==> src/rtl/ifq.sv <==
// Instruction fetch queue: circular buffer of {pc, instr, fault} between fetch and decode.
// Single-cycle flush; no bypass, so a pushed entry is visible on dec_* one cycle later.
module ifq #(
    parameter int unsigned DEPTH = 4,
    parameter int unsigned CNT_W = $clog2(DEPTH) + 1
) (
    input  logic             clk,
    input  logic             rst_n,
    input  logic [63:0]      if_pc,
    input  logic [31:0]      if_instr,
    input  logic             if_fault,
    input  logic             if_valid,
    output logic             if_ready,
    output logic [63:0]      dec_pc,
    output logic [31:0]      dec_instr,
    output logic             dec_fault,
    output logic             dec_valid,
    input  logic             dec_ready,
    input  logic             flush,
    output logic [CNT_W-1:0] count
);

    localparam int unsigned PTR_W = $clog2(DEPTH);
    localparam logic [31:0] NOP   = 32'h0000_0013;

    typedef struct packed {
        logic [63:0] pc;
        logic [31:0] instr;
        logic        fault;
    } entry_t;

    entry_t           mem [DEPTH];
    logic [PTR_W-1:0] wr_ptr;
    logic [PTR_W-1:0] rd_ptr;
    logic [CNT_W-1:0] count_q;
    logic             push;
    logic             pop;

    assign count     = count_q;
    assign if_ready  = (count_q != CNT_W'(DEPTH));
    assign dec_valid = (count_q != '0);
    assign push      = if_valid & if_ready & ~flush;
    assign pop       = dec_valid & dec_ready & ~flush;

    // Pointers wrap naturally because DEPTH is a power of two.
    always_ff @(posedge clk or negedge rst_n) begin
        if (!rst_n) begin
            wr_ptr  <= '0;
            rd_ptr  <= '0;
            count_q <= '0;
        end else if (flush) begin
            wr_ptr  <= '0;
            rd_ptr  <= '0;
            count_q <= '0;
        end else begin
            if (push) wr_ptr <= wr_ptr + 1'b1;
            if (pop)  rd_ptr <= rd_ptr + 1'b1;
            count_q <= count_q + CNT_W'(push) - CNT_W'(pop);
        end
    end

    always_ff @(posedge clk) begin
        if (push) mem[wr_ptr] <= '{pc: if_pc, instr: if_instr, fault: if_fault};
    end

    // Empty queue presents a NOP so decode never sees stale storage.
    always_comb begin
        dec_pc    = '0;
        dec_instr = NOP;
        dec_fault = 1'b0;
        if (dec_valid) begin
            dec_pc    = mem[rd_ptr].pc;
            dec_instr = mem[rd_ptr].instr;
            dec_fault = mem[rd_ptr].fault;
        end
    end

endmodule

==> config.mk <==
export PLATFORM = sky130hd
export DESIGN_NAME = ifq
export DESIGN_NICKNAME = d
export VERILOG_FILES = /design/src/rtl/ifq.sv
export SDC_FILE = /design/constraint.sdc
export NUM_CORES = 1
export LEC_CHECK = 0
export CORE_MARGIN = 10
export CORE_UTILIZATION = 55
export CTS_CLUSTER_SIZE = 25
export DETAILED_ROUTE_END_ITERATION = 10
export GPL_TIMING_DRIVEN = 0
export PLACE_DENSITY = 0.8
export SYNTH_ARGS = -nofsm -noshare
export SYNTH_HDL_FRONTEND = slang
export SYNTH_SLANG_ARGS = --single-unit
==> constraint.sdc <==
create_clock -name clk -period 4.8 [get_ports clk]
set_input_delay 0.96 -clock clk [delete_from_list [all_inputs] [get_ports clk]]
set_output_delay 0.96 -clock clk [all_outputs]
set_load 0.05 [all_outputs]
==> impl_results.md, run 1 <==
* Vias in the first global route at 7889
* CP peak stage delay at 0.82 ns
* Largest net degree at the start of global routing at 51
* Routed Antenna Nets at 0
* Tcrit/Tclk final at 93.08%
* Worst setup EP type: output port
* Post-CTS Setup Bufs at 0
* Setup crit start kind: register
* CP most frequent cell: clkbuf_1
* Reg2reg setup slack at 2.19 ns
* Buf/Inv on CP at 4
* Most common cell in the synthesized netlist: edfxtp_1
* Yosys top cell area share at 77.32%
* Drt pass-1 iters at 5
* Synth area leaders: edfxtp_1 77%, mux4_2 14%, and2_1 4.1%, dfrtp_1 1.2%, ha_1 0.50%
* Top FF cell, synth: edfxtp_1
* Global-route wire length before repair at 46930 µm
* Average size of a mapped cell at 22.69 µm²
* Leading area contributor after synthesis: edfxtp_1
* FP Rows at 60
* Area Overhead vs Synth at 25.39%
* I/O Pins at 204
* Residual DRC at 0
* Wire length per cell at 23.84 µm
* IO buf count at 202
* Core area at 26950 µm²
* CP delay by family, top: buffers and inverters
* Tightest Pin Transition at 0.8297 ns
* CTS buffer count at 40
* Sequential cell area fraction in the yosys report at 78.48%
* Pins Over Slew Limit at 0
* Post-CTS Resized at 0
* Placed instance count at 1212
* Post-synth EDFFs at 388
* RePlAce Congestion at 0.7273
* DRT Wirelength at 30640 µm
* Post-synthesis sequential element count at 395
* Final Setup Violations at 0
* CP Class: register to output port
* Syn Inst Count at 664
* Filler Cells Inserted at 1614
* RSZ-0062 raised after global routing: false
* Layout cells sized above 1 at 18.35%
* Global-route usage over all layers at 17.94%
* Number of library cell types mapped by synthesis at 26
* Vias per Instance at 5.596
* F_max at 223.8 MHz
* Fin Clk Skew at 0.01829 ns
* Min Tclk post-route at 4.468 ns
* Root buf cell: clkbuf_16
* CTS tree: yes
* Final Hold Fails at 0
* # H-tree levels at 2
* Die Height at 185.5 µm
* Total grt overflow at 0
* Fin Hold WS at 0.6029 ns
* Maximum fanout along the worst path at 10
* Synthesized area at 15070 µm²
* Worst rel slew slack at 44.69%
* CTS Hold Bufs at 0
* Clock sink total at 395
* Setup TNS at 0 ns
* Pwr Density at 594.6 nW/µm²
* Maxcap violations at 0
* Worst Path Arrival at 3.51 ns
* Fin cells at 1285
* Outcome: completed
* Commonest cells in the synthesized netlist: 388 x edfxtp_1, 99 x and2_1, 97 x mux4_2
* CP cell instances: nor3_2 -> inv_1 -> clkbuf_1 -> clkbuf_1 -> and2_1 -> clkdlybuf4s50_1
* Syn_nets at 773
* Power after layout at 11.24 mW
* Die X at 185.5 µm
* Layout Nets at 1022
* Class of the worst hold path: register to register
* Clock buffer depth at 3
* Async S/R FF share, synth at 1.772%
* Via count at 7191
* Clock-pin slew on the worst setup and hold paths at 0.06 ns
* HPWL Detailed at 19450 µm
* Critical Path RT at 3.84 ns
* Yosys warning count at 0
* Die area at 34420 µm²
* 1st-iter DRT viols at 556
* Initial antenna violation count at 3
* Peak VDD IR at 0.4207 mV
* Initial Util at 55.91%
* Finished Core Util at 70.11%
* CP max stage cell: clkdlybuf4s50_1
* Lkg Pwr at 6.049 nW
* Worst skew pair latency at 0.51 ns
## where the power goes
| part | internal [mW] | switching (mW) |
|---|---|---|
| clock network | 1.73 | 1.19 |
| logic | 1.59 | 2.70 |
| registers | 3.98 | 0.0516 |
## registers in the layout, indices dropped and copies added, names as in the netlist
| register | count |
|---|---|
| mem | 388 |
| count | 3 |
| rd_ptr | 2 |
| wr_ptr | 2 |
## path summary, 6_finish.rpt
kind / cells past startpoint / to / startpoint
setup / recovery: 6 / dec_pc[13] / count[1]$_DFF_PN0_
hold / removal: 2 / wr_ptr[0]$_DFFE_PN0P_ / wr_ptr[0]$_DFFE_PN0P_
setup reg to reg: 11 / count[2]$_DFF_PN0_ / count[1]$_DFF_PN0_
hold reg to reg: 2 / wr_ptr[0]$_DFFE_PN0P_ / wr_ptr[0]$_DFFE_PN0P_
max in group asynchronous: 1 / rd_ptr[1]$_DFFE_PN0P_ / rst_n
min in group asynchronous: 1 / wr_ptr[0]$_DFFE_PN0P_ / rst_n
## layout make-up
| type | count | area [µm²] | share of cell area, % |
|---|---|---|---|
| Sequential cell | 395 | 11830 | 62.59 |
| Multi-Input combinational cell | 228 | 3052 | 16.15 |
| Timing Repair Buffer | 207 | 2152 | 11.39 |
| Clock buffer | 59 | 1124 | 5.946 |
| Tap cell | 341 | 426.7 | 2.258 |
| Buffer | 33 | 171.4 | 0.9072 |
| Clock inverter | 13 | 111.4 | 0.5893 |
| Inverter | 8 | 30.03 | 0.1589 |
| Antenna cell | 1 | 2.502 | 0.01324 |
## layer usage
layer	up-vias	routed length, µm	global-route usage, %
met1	3730	12390	22.98
met2	200	15800	30.39
li1	3210	-	-
met5	-	26	0
met3	47	1839	3.782
met4	4	580	5.299
## worst reg2reg max path, stage by stage (launching register included)
cell and delay [ns]:
dfrtp_1 0.50, nor3b_1 0.15, nor3_1 0.42, inv_1 0.09, ha_1 0.30, inv_1 0.06
ha_1 0.13, inv_1 0.05, fa_1 0.39, xor2_1 0.16, and2_1 0.16, nor3_1 0.12
## logic make-up after synthesis
family,Yosys count,share of synthesized area (%)
AO/OA/AOI/OAI,7,0.2490
XOR/XNOR,2,0.1163
adder cells (fa/ha/maj),7,0.6310
buffers and inverters,41,1.337
flip-flops,395,78.48
multiplexers,97,14.50
AND/OR/NAND/NOR,115,4.691
## placed cells by master (no fill, tap or decap), types with 2 or more instances in the layout
| cell type | synthesis | layout |
|---|---|---|
| clkdlybuf4s50_1 | 0 | 202 |
| or2_1 | 3 | 3 |
| mux4_2 | 97 | 97 |
| inv_1 | 8 | 8 |
| and2_1 | 99 | 95 |
| nand3_1 | 2 | 2 |
| buf_8 | 2 | 2 |
| clkbuf_1 | 17 | 32 |
| clkbuf_16 | 0 | 41 |
| edfxtp_1 | 388 | 388 |
| ha_1 | 6 | 6 |
| clkinv_1 | 0 | 6 |
| dfrtp_1 | 7 | 7 |
| clkbuf_8 | 0 | 3 |
| nor3_1 | 2 | 2 |
| nor2_1 | 4 | 4 |
| a21oi_1 | 3 | 3 |
| buf_16 | 0 | 4 |
| bufinv_16 | 0 | 2 |
| clkinv_2 | 0 | 4 |
| xor2_1 | 2 | 2 |
| buf_2 | 11 | 11 |
| and2_4 | 0 | 4 |
| o21ai_0 | 3 | 3 |
## per-stage QoR
step	worst slack [ns]	area (µm²)
finish	0.3324	18900
CTS	0.2477	18890
global route	0.1194	18900
detailed placement	0.8167	17660
floorplan	0.5798	15070
global placement	-1.685	17520
(Power assumes the default switching activity.)
==> inputs of run 2 (changes only) <==
--- a/config.mk
+++ b/config.mk
@@ -6,11 +6,12 @@
 export NUM_CORES = 1
 export LEC_CHECK = 0
 export CORE_MARGIN = 10
-export CORE_UTILIZATION = 55
+export CORE_UTILIZATION = 60
 export CTS_CLUSTER_SIZE = 25
 export DETAILED_ROUTE_END_ITERATION = 10
-export GPL_TIMING_DRIVEN = 0
-export PLACE_DENSITY = 0.8
+export DONT_BUFFER_PORTS = 1
+export GPL_TIMING_DRIVEN = 1
+export PLACE_DENSITY = 0.76
 export SYNTH_ARGS = -nofsm -noshare
 export SYNTH_HDL_FRONTEND = slang
 export SYNTH_SLANG_ARGS = --single-unit
==> impl_results.md, run 2 (synthesized netlist as in run 1, its figures left out) <==
* Most common cell after layout, fill and taps aside: edfxtp_1
* Area Overhead vs Synth at 11.01%
* Maxcap violations at 0
* Final Hold Fails at 0
* Critical Path RT at 3.84 ns
* Worst rel slew slack at 20.14%
* Worst setup EP type: output port
* Reg2reg end: count[2]$_DFF_PN0_
* Die Height at 178.5 µm
* Maximum fanout along the worst path at 71
* Initial antenna violation count at 0
* Largest Register: mem
* Crit path from: count[1]$_DFF_PN0_
* Worst skew pair latency at 0.51 ns
* CP max stage cell: inv_2
* Die area at 31860 µm²
* Die X at 178.5 µm
* Clock-pin slew on the worst setup and hold paths at 0.06 ns
* Class of the worst hold path: input port to asynchronous set/reset pin
* Tightest Pin Transition at 1.198 ns
* HPWL Detailed at 17720 µm
* RSZ-0062 raised after global routing: false
* Layout cells sized above 1 at 23.98%
* FP Rows at 57
* Setup TNS at 0 ns
* Multi-input combinational cell area at 3052 µm²
* Filler Cells Inserted at 1525
* Fin Clk Skew at 0.01557 ns
* Root buf cell: clkbuf_16
* Diode count at 0
* Commonest non-fill, non-tap cells in the layout: 388 x edfxtp_1, 97 x mux4_2, 95 x and2_1, 41 x clkbuf_16, 9 x clkinv_2
* Final Setup Violations at 0
* Global-route usage over all layers at 18.04%
* Max reg flops at 388
* Setup WS post-layout at 0.5052 ns
* Core area at 24530 µm²
* CP cell instances: nor3_2 -> inv_2 -> buf_4 -> and2_1
* Outcome: completed
* CTS Hold Bufs at 0
* Largest net degree at the start of global routing at 82
* CP peak stage delay at 0.79 ns
* Vias per Instance at 6.157
* Post-CTS Setup Bufs at 0
* Vias in the first global route at 6963
* Buf/Inv on CP at 2
* Reg2reg setup slack at 1.62 ns
* Residual DRC at 0
* CTS buffer count at 39
* RePlAce Congestion at 0.7554
* Pins Over Slew Limit at 0
* Global-route wire length before repair at 43190 µm
* # H-tree levels at 2
* I/O Pins at 204
* Lkg Pwr at 5.214 nW
* Worst slack at placement at 0.9438 ns
* FF+latch area at 11830 µm²
* CP Class: register to output port
* Reg2Reg Depth at 11
* Drt pass-1 iters at 4
* CTS tree: yes
* CP delay by family, top: buffers and inverters
* Total grt overflow at 0
* DRT Wirelength at 28860 µm
* Clock sink total at 395
* Setup crit start kind: register
* F_max at 232.8 MHz
* Routed Antenna Nets at 0
* 1st-iter DRT viols at 438
* Pwr Density at 615.0 nW/µm²
* Initial Util at 61.42%
* Wire length per cell at 27.94 µm
* Layout Nets at 790
* Worst Path Arrival at 3.33 ns
* Clock buffer depth at 3
* Peak VDD IR at 0.5224 mV
* Tcrit/Tclk final at 89.47%
* IO buf count at 0
* Reg2Reg Launch Point: count[1]$_DFF_PN0_
* Post-CTS Resized at 0
* Via count at 6360
* Min Tclk post-route at 4.295 ns
## run 2: worst max-delay path by stage
stage                           to  slack (ns)  cells past startpoint
2_1_floorplan  mem[0][0]$_DFFE_PP_        0.58                      3
3_3_place_gp         dec_instr[13]        1.05                      4
3_5_place_dp          dec_instr[5]        0.94                      4
4_1_cts                 dec_pc[57]        0.37                      4
5_1_grt                 dec_pc[57]        0.24                      4
6_report                dec_pc[57]        0.51                      4
## run 2: per-stage QoR
step	hold WS, ns	utilization (%)	power [mW]	instances	instance area (µm²)
2_1_floorplan	0.5573	-	6.994	664	15070
3_3_place_gp	0.5627	62.98	7.373	964	15450
3_5_place_dp	0.5842	62.98	7.425	964	15450
4_1_cts	0.1169	68.19	10.43	1033	16730
5_1_grt	0.1089	68.19	10.68	1033	16730
6_report	0.1385	68.19	10.29	1033	16730
## run 2: metal layers
metal	track usage, %	part of all wire, %	vias to the layer above	wire [µm]
li1	-	-	2727	-
met4	5.822	2.5	0	716
met1	20.92	35	3326	10150
met2	29.41	51	258	14590
met3	8.393	12	49	3407
met5	0	0	-	0
## run 2: power breakdown
part           switching, mW  internal (mW)  leakage [nW]
registers              0.196           3.98          3.61
logic                   2.33          0.778         0.974
clock network           1.18           1.82         0.630
total                   3.71           6.58          5.21
## run 2: area by class of cell
class                           count  area share [%]
Sequential cell                   395           70.74
Multi-Input combinational cell    228           18.24
Clock buffer                       46           6.245
Timing Repair Buffer                9          0.7779
Inverter                            8          0.1795
Tap cell                          324           2.423
Clock inverter                     23           1.391
